File: src/rtl/json_cmd_serializer_pkg.sv
// json_cmd_pkg: ASCII constants, FSM/slot enums and digit struct shared by the JSON command serializer
package json_cmd_pkg;
  localparam logic [7:0] A_LBRACE = 8'h7B;
  localparam logic [7:0] A_RBRACE = 8'h7D;
  localparam logic [7:0] A_QUOTE  = 8'h22;
  localparam logic [7:0] A_COLON  = 8'h3A;
  localparam logic [7:0] A_COMMA  = 8'h2C;
  localparam logic [7:0] A_DOT    = 8'h2E;
  localparam logic [7:0] A_MINUS  = 8'h2D;
  localparam logic [7:0] A_ZERO   = 8'h30;
  localparam logic [7:0] A_T      = 8'h54;
  localparam logic [7:0] A_L      = 8'h4C;
  localparam logic [7:0] A_R      = 8'h52;
  localparam logic [7:0] A_NL     = 8'h0A;
  localparam int MAX_FRAME_LEN = 28;
  typedef enum logic {ST_IDLE, ST_SEND} state_e;
  typedef enum logic [4:0] {
    S_OPEN, S_TQ0, S_TKEY, S_TQ1, S_TCOL, S_TVAL, S_TCOM,
    S_LQ0, S_LKEY, S_LQ1, S_LCOL, S_LSIGN, S_LINT, S_LDOT, S_LFRAC1, S_LFRAC2, S_LCOM,
    S_RQ0, S_RKEY, S_RQ1, S_RCOL, S_RSIGN, S_RINT, S_RDOT, S_RFRAC1, S_RFRAC2,
    S_CLOSE, S_NL
  } slot_e;
  typedef struct packed {
    logic       neg;
    logic [7:0] ip;
    logic [7:0] tens;
    logic [7:0] ones;
  } spd_t;
  localparam spd_t SPD_ZERO = '{neg: 1'b0, ip: A_ZERO, tens: A_ZERO, ones: A_ZERO};
endpackage

File: src/rtl/json_cmd_serializer_speed_fmt.sv
// speed_fmt: signed hundredths speed -> clamped sign flag and three ASCII digits (no divider)
module speed_fmt
  import json_cmd_pkg::*;
#(
  parameter int SPEED_W = 8
) (
  input  logic signed [SPEED_W-1:0] val_i,
  output spd_t                      fmt_o,
  output logic                      sat_o
);
  logic signed [31:0] v;
  logic [6:0] mag, rem;
  logic [3:0] tens;
  always_comb begin
    v = 32'(val_i);
    sat_o = (v > 32'sd100) || (v < -32'sd100);
    mag = sat_o ? 7'd100 : 7'(v < 0 ? -v : v);
    rem = mag >= 7'd100 ? mag - 7'd100 : mag;
    tens = 4'd0;
    for (int k = 0; k < 9; k++) begin
      if (rem >= 7'd10) begin
        rem = rem - 7'd10;
        tens = tens + 4'd1;
      end
    end
    fmt_o.neg = v < 0;
    fmt_o.ip = mag >= 7'd100 ? A_ZERO + 8'd1 : A_ZERO;
    fmt_o.tens = A_ZERO + {4'h0, tens};
    fmt_o.ones = A_ZERO + {1'b0, rem};
  end
endmodule

File: src/rtl/json_cmd_serializer.sv
// json_cmd_serializer: drive command -> streamed ASCII JSON frame {"T":t,"L":x.xx,"R":x.xx} with idle stop watchdog
module json_cmd_serializer
  import json_cmd_pkg::*;
#(
  parameter int SPEED_W        = 8,
  parameter bit APPEND_NL      = 1'b1,
  parameter int TIMEOUT_CYCLES = 0
) (
  input  logic               clk,
  input  logic               rst,
  input  logic               cmd_valid,
  output logic               cmd_ready,
  input  logic [3:0]         cmd_type,
  input  logic [SPEED_W-1:0] cmd_left,
  input  logic [SPEED_W-1:0] cmd_right,
  output logic [7:0]         tx_data,
  output logic               tx_valid,
  input  logic               tx_ready,
  output logic               busy,
  output logic               err,
  output logic               timeout
);
  localparam int WD_W = TIMEOUT_CYCLES > 0 ? $clog2(TIMEOUT_CYCLES + 1) : 1;
  state_e state_q, state_d;
  slot_e slot_q, slot_d, nxt;
  spd_t l_q, l_d, r_q, r_d, l_fmt, r_fmt;
  logic [7:0] tval_q, tval_d, byte_c;
  logic [WD_W-1:0] wd_q, wd_d;
  logic err_q, err_d, tmo_q, tmo_d;
  logic l_sat, r_sat, bad_type, accept, wd_fire, hs, last;
  speed_fmt #(.SPEED_W(SPEED_W)) u_fmt_l (.val_i(cmd_left), .fmt_o(l_fmt), .sat_o(l_sat));
  speed_fmt #(.SPEED_W(SPEED_W)) u_fmt_r (.val_i(cmd_right), .fmt_o(r_fmt), .sat_o(r_sat));
  assign busy = state_q == ST_SEND;
  assign tx_valid = busy;
  assign cmd_ready = state_q == ST_IDLE && !rst;
  assign err = err_q;
  assign timeout = tmo_q;
  assign tx_data = busy ? byte_c : 8'h00;
  assign bad_type = cmd_type > 4'd9;
  assign accept = cmd_valid && cmd_ready;
  assign wd_fire = TIMEOUT_CYCLES != 0 && state_q == ST_IDLE && !cmd_valid && wd_q == WD_W'(TIMEOUT_CYCLES);
  assign hs = tx_valid && tx_ready;
  assign last = slot_q == S_NL || (slot_q == S_CLOSE && !APPEND_NL);
  // sign slots are only visited for negative speeds
  always_comb begin
    nxt = slot_e'(slot_q + 5'd1);
    if (nxt == S_LSIGN && !l_q.neg) nxt = S_LINT;
    if (nxt == S_RSIGN && !r_q.neg) nxt = S_RINT;
  end
  always_comb begin
    byte_c = 8'h00;
    case (slot_q)
      S_OPEN:                                    byte_c = A_LBRACE;
      S_TQ0, S_TQ1, S_LQ0, S_LQ1, S_RQ0, S_RQ1:  byte_c = A_QUOTE;
      S_TKEY:                                    byte_c = A_T;
      S_LKEY:                                    byte_c = A_L;
      S_RKEY:                                    byte_c = A_R;
      S_TCOL, S_LCOL, S_RCOL:                    byte_c = A_COLON;
      S_TCOM, S_LCOM:                            byte_c = A_COMMA;
      S_TVAL:                                    byte_c = tval_q;
      S_LSIGN, S_RSIGN:                          byte_c = A_MINUS;
      S_LDOT, S_RDOT:                            byte_c = A_DOT;
      S_LINT:                                    byte_c = l_q.ip;
      S_LFRAC1:                                  byte_c = l_q.tens;
      S_LFRAC2:                                  byte_c = l_q.ones;
      S_RINT:                                    byte_c = r_q.ip;
      S_RFRAC1:                                  byte_c = r_q.tens;
      S_RFRAC2:                                  byte_c = r_q.ones;
      S_CLOSE:                                   byte_c = A_RBRACE;
      S_NL:                                      byte_c = A_NL;
      default:                                   byte_c = 8'h00;
    endcase
  end
  always_comb begin
    state_d = state_q;
    slot_d = slot_q;
    l_d = l_q;
    r_d = r_q;
    tval_d = tval_q;
    wd_d = wd_q;
    err_d = 1'b0;
    tmo_d = 1'b0;
    if (state_q == ST_IDLE) begin
      if (accept) begin
        state_d = ST_SEND;
        slot_d = S_OPEN;
        tval_d = bad_type ? A_ZERO : A_ZERO + {4'h0, cmd_type};
        l_d = bad_type ? SPD_ZERO : l_fmt;
        r_d = bad_type ? SPD_ZERO : r_fmt;
        err_d = bad_type || l_sat || r_sat;
        wd_d = '0;
      end else if (wd_fire) begin
        state_d = ST_SEND;
        slot_d = S_OPEN;
        tval_d = A_ZERO;
        l_d = SPD_ZERO;
        r_d = SPD_ZERO;
        tmo_d = 1'b1;
        wd_d = '0;
      end else if (TIMEOUT_CYCLES != 0) begin
        wd_d = wd_q + 1'b1;
      end
    end else if (hs) begin
      slot_d = last ? S_OPEN : nxt;
      state_d = last ? ST_IDLE : ST_SEND;
      wd_d = '0;
    end
  end
  always_ff @(posedge clk) begin
    if (rst) begin
      state_q <= ST_IDLE;
      slot_q <= S_OPEN;
      l_q <= SPD_ZERO;
      r_q <= SPD_ZERO;
      tval_q <= A_ZERO;
      wd_q <= '0;
      err_q <= 1'b0;
      tmo_q <= 1'b0;
    end else begin
      state_q <= state_d;
      slot_q <= slot_d;
      l_q <= l_d;
      r_q <= r_d;
      tval_q <= tval_d;
      wd_q <= wd_d;
      err_q <= err_d;
      tmo_q <= tmo_d;
    end
  end
endmodule

File: config.mk
export PLATFORM = sky130hd
export DESIGN_NAME = json_cmd_serializer
export DESIGN_NICKNAME = d
export VERILOG_FILES = /design/src/rtl/json_cmd_serializer_pkg.sv /design/src/rtl/json_cmd_serializer_speed_fmt.sv /design/src/rtl/json_cmd_serializer.sv
export SDC_FILE = /design/constraint.sdc
export NUM_CORES = 1
export LEC_CHECK = 0
export ABC_CLOCK_PERIOD_IN_PS = 13600
export BUFFER_PORTS_ARGS = -buffer_cell sky130_fd_sc_hd__clkbuf_2
export CAP_MARGIN = 20
export CORE_ASPECT_RATIO = 0.5
export CORE_UTILIZATION = 55
export CTS_BUF_LIST = sky130_fd_sc_hd__clkbuf_2 sky130_fd_sc_hd__clkbuf_4 sky130_fd_sc_hd__clkbuf_8
export DETAILED_ROUTE_END_ITERATION = 10
export HOLD_SLACK_MARGIN = 0.05
export PLACE_DENSITY = 0.86
export SYNTH_ARGS = -nofsm -noshare
export SYNTH_HDL_FRONTEND = slang
export SYNTH_HIERARCHICAL = 1
export SYNTH_SLANG_ARGS = --single-unit
export TNS_END_PERCENT = 50
File: constraint.sdc
create_clock -name clk -period 13.6 [get_ports clk]
set_clock_uncertainty 0.15 [all_clocks]
set_input_delay 2.04 -clock clk [delete_from_list [all_inputs] [get_ports clk]]
set_output_delay 2.04 -clock clk [all_outputs]
set_load 0.05 [all_outputs]
Word level (Yosys, flattened, before mapping) --
Index checks and enable logic that the tools add are counted.
Word-level totals: register bits after elaboration 65, bits in latches 0, RAM bits 0, bits in read-only memories 0, input bits 24, logic and storage cells 196, memories kept 0
Operators by class: add/subtract/negate cells 44, multiply operators 0, div/mod/pow operators 0, magnitude comparators 27, equal/unequal tests 30, shift-type cells 0, muxes and demuxes 59, bitwise operators 2, reductions and logical operators 22
Operators with widths (count):
- 7-bit 2-to-1 mux | 25
- 8-bit one-hot mux with 18 select lines | 1
- 7-bit by 4-bit >= comparator with 1-bit output (second input constant) | 18
- 7-bit by 4-bit subtractor with 7-bit output (second input constant) | 18
- 5-bit == test (second input constant) | 13
- 4-bit 2-to-1 mux | 16
- 4-bit by 1-bit adder with 4-bit output (second input constant) | 14
- 25-bit 2-to-1 mux | 2
- 5-bit by 4-bit == test with 1-bit output (second input constant) | 9
- 5-bit 2-to-1 mux | 6
- 6-bit by 4-bit adder with 7-bit output (first input constant) | 3
- 5-bit by 3-bit == test with 1-bit output (second input constant) | 4
- 6-bit by 7-bit adder with 8-bit output (first input constant) | 2
- 8-bit > comparator (second input constant) | 2
- 8-bit by 1-bit less-than comparator with 1-bit output (second input constant) | 2
- 8-bit less-than comparator (second input constant) | 2
- 7-bit >= comparator (second input constant) | 2
- 7-bit negation | 2
- 7-bit subtractor (second input constant) | 2
- 5-bit by 2-bit == test with 1-bit output (second input constant) | 2
- 1-bit 2-to-1 mux | 8
- 8-bit 2-to-1 mux | 1
- 2-bit OR reduction | 3
- 3-bit OR reduction | 2
- other kinds (13) | 25

Longest topological paths before layout --
Gate-level depths: netlist (run 1).
depth in word-level cells 25, gate-level depth with buffers 66

Hierarchy --
The synthesis (run 1) kept the hierarchy.
Modules (own cells, without submodules):
- speed_fmt | times used 2, cells an instance 508, area an instance 3548.4 um^2
- json_cmd_serializer | times used 1, cells an instance 324, area an instance 2999.1 um^2

Worst setup path before layout (run 1) --
Ideal clock, no wire load.
path kind input to register, start input cmd_left[0], end register l_q[10] in the netlist's numbering, library setup time 117 ps, arrival 12597 ps, slack 736 ps, cell stages on the path 61, buffers on the path 2, path through inv_1 > ha_1 > nor2b_1 > o31ai_2 > nand3_1 > inv_1 > ha_1 > inv_1 > xnor2_1 > o22a_1 > o21ai_0 > nand2_1 > inv_1 > ha_1 > and3_1 > nor4_4 > xnor2_1 > inv_1 > [25 not listed] > o21ai_2 > nand2_1 > buf_1 > xor2_1 > ha_1 > nand2_1 > nor2_1 > nand4_1 > o2bb2ai_1 > a21oi_1 > nand3_1 > clkbuf_1 > xnor2_1 > ha_1 > and2_1 > a221oi_2 > xnor2_1 > a22o_1
RTL lines:
- start, declared | line json_cmd_serializer.sv:14 | input logic [SPEED_W-1:0] cmd_left,
- end signal, assigned | line json_cmd_serializer.sv:122 | l_q <= l_d;
- end, declared | line json_cmd_serializer.sv:26 | spd_t l_q, l_d, r_q, r_d, l_fmt, r_fmt;

==> summary.md, run 1 <==
| Metric | Value |
|---|---|
| CP Capture Type | `register` |
| Area of the multi-input gates | `8323 µm²` |
| CP Class | `in -> reg` |
| Std-Cell Rows | `34` |
| Worst min-delay path class | `reg -> reg` |
| Die height | `97.81 µm` |
| Area Overhead vs Synth | `6.209%` |
| Largest area contributor in the netlist | `dfxtp_1` |
| Clock buffer depth | `2` |
| Commonest non-fill, non-tap cell in the layout | `nand2_1` |
| Worst Tran Pin Value | `0.9485 ns` |
| Detail Route Antenna Nets | `0` |
| Fraction of layout cells with a size suffix above 1 | `17.38%` |
| Setup crit start | `cmd_right[0]` |
| CP Max Fanout | `10` |
| Ys flop type | `dfxtp_1` |
| CTS tree | `built` |
| Layout Nets | `1422` |
| Total gr overflow | `0` |
| FF-to-FF setup slack | `11.06 ns` |
| Syn Area/Cell | `7.534 µm²` |
| Vias | `10500` |
| Final Hold Fails | `0` |
| Max_cap viols | `0` |
| Fmax | `75.98 MHz` |
| WP data arrival | `13.26 ns` |
| Main area contributors after synthesis | `dfxtp_1 (12%), ha_1 (5.6%), nand2_1 (4.1%), o21ai_0 (4.0%), xnor2_1 (3.9%)` |
| Remaining DRCs | `0` |
| Io pins | `37` |
| Worst-path clk slew | `0.06 ns` |
| Hold slack | `0.3201 ns` |
| Synth Instances | `1340` |
| Setup violators final | `0` |
| Final slew viol count | `0` |
| GP Congestion | `0.9587` |
| Vias in the first global route | `9623` |
| Initial DRC count | `865` |
| CTS Buf Count | `9` |
| TNS Setup | `0 ns` |
| CP required | `13.70 ns` |
| Htree depth | `3` |
| Yosys warns | `6` |
| Period utilization | `96.78%` |
| CP max stage delay | `0.39 ns` |
| Detailed placement HPWL | `20350 µm` |
| Synth async-reset ratio | `0%` |
| CTS sink count | `61` |
| Cell chosen for the clock root | `clkbuf_8` |
| Total wire length | `27360 µm` |
| Worst path slowest cell | `or3_1` |
| FF/Latch Area | `1221 µm²` |
| Chip Width | `193.6 µm` |
| RR Startpoint | `slot_q[0]$_SDFFE_PP0P_` |
| Initial Util | `57.19%` |
| Rel. slew slack | `36.68%` |
| Core Util, Final | `60.74%` |
| Placed cells | `1560` |
| Non-filler cells, final | `1592` |
| Largest net degree at the start of global routing | `40` |
| Number of synthesized flops with an enable pin | `0` |
| Die area | `18940 µm²` |
| Synth top area share | `12.10%` |
| Seq/Total Area, Yosys | `12.10%` |
| Ant diodes | `0` |
| Filler cell count in the final layout | `1492` |
| Total track usage | `27.68%` |
| Most frequent cells in the layout | `nand2_1 (106), nor2_1 (86), o21ai_0 (72)` |
| Cell area after synthesis | `10100 µm²` |
| Port bufs | `35` |
| #FFs+latches synth | `61` |
| Vias per std cell | `6.595` |
| Synth cell types | `113` |
| Worst Reg-to-Reg Cells | `7` |
| WL/cell | `17.18 µm` |
| 1st-pass router iterations | `10` |
| Status | `finished clean` |
| CP Launch Type | `input port` |
| Later-pin clock latency in the skew report | `0.35 ns` |
| Initial antenna violation count | `0` |
| Core area | `17650 µm²` |
| Min Tclk post-route | `13.16 ns` |
| CP endpoint | `r_q[10]$_SDFFE_PP0P_` |
| Crit Reg-Reg Endpoint | `slot_q[0]$_SDFFE_PP0P_` |
| First-pass GRT wire length | `45200 µm` |
==> cell type report <==
class	instances	share of cell area, %
multi-input cells	1149	77.62
well taps	234	2.730
clock buffers	13	1.610
flip-flops and latches	61	11.39
clock inverters	3	0.3967
inverters	62	2.170
repair buffers	70	4.084
==> routing by layer <==
layer  part of all wire (%)  track usage [%]  wire length (µm)
met1                     44            34.70             12010
met5                      0                0                 0
met4                    2.9            9.169               785
met2                     48            50.18             13150
met3                    5.2            2.487              1416
==> worst min path at each step <==
stage | start | end | slack [ns] | cells after the start
5_1_grt | r_q[20]$_SDFFE_PP1P_ | r_q[20]$_SDFFE_PP1P_ | 0.34 | 1
3_3_place_gp | r_q[4]$_SDFFE_PP1P_ | r_q[4]$_SDFFE_PP1P_ | 0.29 | 1
3_5_place_dp | l_q[20]$_SDFFE_PP1P_ | l_q[20]$_SDFFE_PP1P_ | 0.30 | 1
4_1_cts | r_q[20]$_SDFFE_PP1P_ | r_q[20]$_SDFFE_PP1P_ | 0.32 | 1
2_1_floorplan | r_q[4]$_SDFFE_PP1P_ | r_q[4]$_SDFFE_PP1P_ | 0.28 | 1
6_report | r_q[20]$_SDFFE_PP1P_ | r_q[20]$_SDFFE_PP1P_ | 0.32 | 1
==> registers in the layout, summed over array words and instances (netlist names) <==
register	flops
slot_q	5
r_q	25
err	1
tval_q	4
busy	1
l_q	25
==> cells in the mapped netlist (6+ instances only) <==
master / n
o21ai_0: 80
buf_6: 9
o211a_1: 6
inv_1: 58
mux2_2: 18
or2_1: 6
o21bai_1: 11
nand4_1: 21
o32ai_1: 8
a211o_1: 11
o31ai_1: 7
and3_1: 18
ha_1: 45
a22o_1: 43
a21boi_0: 6
nand2b_1: 11
o21ai_1: 14
buf_2: 23
buf_4: 35
clkbuf_1: 15
a31oi_1: 24
nor2_1: 86
a22oi_1: 20
dfxtp_1: 61
nand2_1: 110
nor4_1: 12
nand3_1: 58
mux2i_1: 22
xnor2_1: 45
or3_1: 12
xor2_1: 22
nand3b_1: 12
nor3b_1: 7
nor2b_1: 25
a21o_1: 15
o211ai_1: 17
o21a_1: 9
and2_1: 25
a21oi_1: 69
o22ai_1: 12
o22a_1: 18
nor3_1: 26
a211oi_1: 12
==> per-stage QoR <==
stage          worst slack [ns]  cell area (µm²)
4_1_cts                 0.03019            10460
3_3_place_gp            -0.2658            10230
2_1_floorplan            0.7364            10160
3_5_place_dp            -0.5304            10230
5_1_grt                 -0.1865            10720
6_report                 0.4385            10720
==> critical path: cells and delay by family <==
family | cells | cell delay [ns]
fa+ha+maj | 10 | 2.12
xor+xnor | 3 | 0.40
simple gates | 22 | 3.34
mux | 2 | 0.49
buf+inv | 9 | 1.14
compound gates | 17 | 3.73
==> cell families after synthesis <==
family          synth area share (%)
simple gates                   26.52
compound gates                 37.30
mux                            4.734
xor+xnor                       5.812
flops                          12.10
buf+inv                        7.770
fa+ha+maj                      5.577
other cells                   0.1859
==> timing repair <==
item,CTS,global route
gates resized for setup,4,36
cloned,0,0
pin swaps,1,9
endpoints found under the setup margin,4,22
setup buffers,1,15
hold buffers,0,0
Power of run 1 is not shown: default switching activity piles up to over one toggle a cycle in this logic, so the estimate is an artifact.
==> run 2: changes to the inputs <==
--- a/config.mk
+++ b/config.mk
@@ -5,6 +5,7 @@
 export SDC_FILE = /design/constraint.sdc
 export NUM_CORES = 1
 export LEC_CHECK = 0
+export ABC_AREA = 1
 export ABC_CLOCK_PERIOD_IN_PS = 13600
 export BUFFER_PORTS_ARGS = -buffer_cell sky130_fd_sc_hd__clkbuf_2
 export CAP_MARGIN = 20
==> summary.md, run 2 <==
| Metric | Value |
|---|---|
| Setup violators final | `0 (unchanged)` |
| Worst Reg-to-Reg Cells | `11 (was 7)` |
| Later-pin clock latency in the skew report | `0.34 ns (was 0.35 ns)` |
| Largest regs | `l_q: 25 flops, r_q: 25 flops, slot_q: 5 flops (unchanged)` |
| Hold_sp | `l_q[12]$_SDFFE_PP1P_ (was r_q[20]$_SDFFE_PP1P_)` |
| Detail Route Antenna Nets | `0 (unchanged)` |
| TNS Setup | `0 ns (unchanged)` |
| Chip Width | `184.4 µm (was 193.6 µm)` |
| RR Startpoint | `slot_q[4]$_SDFFE_PP0P_ (was slot_q[0]$_SDFFE_PP0P_)` |
| Total track usage | `25.21% (was 27.68%)` |
| #FFs+latches synth | `61 (unchanged)` |
| Compound-Gate Fraction of Synth Area | `10.67% (was 37.30%)` |
| Largest net degree at the start of global routing | `35 (was 40)` |
| Largest area contributor in the netlist | `nand2_1 (was dfxtp_1)` |
| Seq/Total Area, Yosys | `13.35% (was 12.10%)` |
| Core area | `15820 µm² (was 17650 µm²)` |
| Area Overhead vs Synth | `5.226% (was 6.209%)` |
| Die area | `17180 µm² (was 18940 µm²)` |
| CP Class | `in -> reg (unchanged)` |
| Io pins | `37 (unchanged)` |
| Max_cap viols | `0 (unchanged)` |
| Synth async-reset ratio | `0% (unchanged)` |
| Die height | `93.18 µm (was 97.81 µm)` |
| Most frequent cell after synthesis | `nand2_1 (unchanged)` |
| Crit Reg-Reg Endpoint | `slot_q[1]$_SDFFE_PP0P_ (was slot_q[0]$_SDFFE_PP0P_)` |
| FF-to-FF setup slack | `11.12 ns (was 11.06 ns)` |
| Final slew viol count | `0 (unchanged)` |
| GP Congestion | `0.9613 (was 0.9587)` |
| WL/cell | `11.73 µm (was 17.18 µm)` |
| Total wire length | `20840 µm (was 27360 µm)` |
| Initial DRC count | `424 (was 865)` |
| Adder-Cell Fraction of Synth Area | `6.157% (was 5.577%)` |
| Period utilization | `85.63% (was 96.78%)` |
| CTS sink count | `61 (unchanged)` |
| CTS Buf Count | `9 (unchanged)` |
| Largest family of logic cells by synthesized area | `simple AND/OR/NAND/NOR gates (was compound AO/OA/AOI/OAI gates)` |
| Initial Util | `57.82% (was 57.19%)` |
| 1st-pass router iterations | `5 (was 10)` |
| Ys flop type | `dfxtp_1 (unchanged)` |
| CP required | `13.68 ns (was 13.70 ns)` |
| Commonest non-fill, non-tap cell in the layout | `nand2_1 (unchanged)` |
| Rel. slew slack | `52.63% (was 36.68%)` |
| Cell area after synthesis | `9145 µm² (was 10100 µm²)` |
| Syn Area/Cell | `5.973 µm² (was 7.534 µm²)` |
| Synth cell types | `44 (was 113)` |
| Vias per std cell | `5.299 (was 6.595)` |
| Hold EP | `l_q[12]$_SDFFE_PP1P_ (was r_q[20]$_SDFFE_PP1P_)` |
| Synth top area share | `17.98% (was 12.10%)` |
| Core Util, Final | `60.85% (was 60.74%)` |
| Worst path slowest cell | `a21oi_2 (was or3_1)` |
| Simple-Gate Fraction of Synth Area | `52.22% (was 26.52%)` |
| RSZ-0062 raised after global routing | `no` |
| First-pass GRT wire length | `36990 µm (was 45200 µm)` |
| Cell chosen for the clock root | `clkbuf_8 (unchanged)` |
| Main area contributors after synthesis | `nand2_1 (18%), dfxtp_1 (13%), inv_1 (8.7%), nand3_1 (8.2%), ha_1 (6.2%) (was dfxtp_1 (12%), ha_1 (5.6%), nand2_1 (4.1%), o21ai_0 (4.0%), xnor2_1 (3.9%))` |
| Hold depth | `2 (was 1)` |
| Ant diodes | `0 (unchanged)` |
| Fraction of layout cells with a size suffix above 1 | `16.85% (was 17.38%)` |
| Most instantiated cells after synthesis | `nand2_1 (438), inv_1 (212), nand3_1 (150), nor2_1 (132) (was nand2_1 (110), nor2_1 (86), o21ai_0 (80), a21oi_1 (69), dfxtp_1 (61))` |
| Postcts setup bufs | `0 (was 1)` |
| Post-CTS Hold Fix Bufs | `0 (unchanged)` |
| Worst Tran Pin Value | `0.7097 ns (was 0.9485 ns)` |
| CP max stage delay | `0.24 ns (was 0.39 ns)` |
| Htree depth | `3 (unchanged)` |
| Worst-path clk slew | `0.07 ns (was 0.06 ns)` |
| Layout Nets | `1619 (was 1422)` |
| XOR/XNOR share of the synthesized area | `3.639% (was 5.812%)` |
| Final Hold Fails | `0 (unchanged)` |
| Fmax | `85.86 MHz (was 75.98 MHz)` |
| CP Max Fanout | `10 (unchanged)` |
| Vias | `9411 (was 10500)` |
| Std-Cell Rows | `32 (was 34)` |
| Min Tclk post-route | `11.65 ns (was 13.16 ns)` |
| Yosys warns | `6 (unchanged)` |
| WP data arrival | `11.72 ns (was 13.26 ns)` |
| CP Launch Type | `input port (unchanged)` |
| Total gr overflow | `0 (unchanged)` |
| Clock buffer depth | `2 (unchanged)` |
| Status | `finished clean (unchanged)` |
| Synth Instances | `1531 (was 1340)` |
| Number of synthesized flops with an enable pin | `0 (unchanged)` |
| CTS tree | `built (unchanged)` |
| Most frequent CP cell | `nand2_1` |
| Most frequent cells in the layout | `nand2_1 (438), inv_1 (212), nand3_1 (150) (was nand2_1 (106), nor2_1 (86), o21ai_0 (72))` |
| Detailed placement HPWL | `16420 µm (was 20350 µm)` |
| Remaining DRCs | `0 (unchanged)` |
| Mux contribution to synthesized area | `0.1095% (was 4.734%)` |
| Worst min-delay path class | `reg -> reg (unchanged)` |
| Port bufs | `35 (unchanged)` |
| CP Capture Type | `register (unchanged)` |
| Post_cts resized | `0 (was 4)` |
| Vias in the first global route | `8814 (was 9623)` |
| Initial antenna violation count | `0 (unchanged)` |
## run 2: cell count changes after synthesis, moves of 30 or more
cell / change
a21oi_1: -50
a22o_1: -43
inv_1: +154
inv_2: +30
nand2_1: +328
nand2_2: +57
nand2_4: +31
nand3_1: +92
nor2_1: +46
xnor2_1: -33
## run 2: cell type report
cell class	count	area (µm²)
Multi-Input combinational cell	1188	6748
Clock buffer	12	158.9
Clock inverter	4	70.07
Fill cell	1486	6192
Timing Repair Buffer	38	197.7
Tap cell	221	276.5
Inverter	252	950.9
Sequential cell	61	1221
## run 2: worst max-delay path by stage
stage / endpoint / from / slack [ns]
after global placement: l_q[6]$_SDFFE_PP0P_ / cmd_left[0] / 1.91
after detailed placement: l_q[6]$_SDFFE_PP0P_ / cmd_left[0] / 1.60
after CTS: l_q[6]$_SDFFE_PP0P_ / cmd_left[0] / 1.92
final: l_q[6]$_SDFFE_PP0P_ / cmd_left[0] / 1.95
after floorplan: l_q[6]$_SDFFE_PP0P_ / cmd_left[0] / 2.90
after global routing: l_q[6]$_SDFFE_PP0P_ / cmd_left[0] / 0.80
## run 2: per-stage QoR
| stage | hold WS [ns] | cell area [µm²] | cells | setup WS, ns |
|---|---|---|---|---|
| finish | 0.2998 | 9623 | 1776 | 1.954 |
| global placement | 0.2865 | 9394 | 1760 | 1.909 |
| CTS | 0.2990 | 9623 | 1776 | 1.918 |
| floorplan | 0.2766 | 9213 | 1549 | 2.901 |
| detailed placement | 0.2889 | 9394 | 1760 | 1.603 |
| global route | 0.3233 | 9623 | 1776 | 0.8042 |
## run 2: kinds of logic (layout without fill, tap and decap cells)
family	Yosys count	after routing
compound gates	144	144
xor+xnor	38	38
fa+ha+maj	45	45
buf+inv	300	306
flops	61	61
mux	1	1
other cells	5	23
simple gates	937	937
## run 2: critical path: cells and delay by family
| kind | cells | cell delay, ns |
|---|---|---|
| fa+ha+maj | 10 | 1.75 |
| compound gates | 3 | 0.64 |
| xor+xnor | 1 | 0.16 |
| buf+inv | 20 | 1.47 |
| simple gates | 58 | 5.64 |
## run 2: metal layers
layer	GRT usage, %	part of all wire [%]
met5	0	0
met2	48.14	49
met4	6.875	1.8
met1	30.09	46
met3	2.298	3.5
Power of run 2 is left out for the same reason.
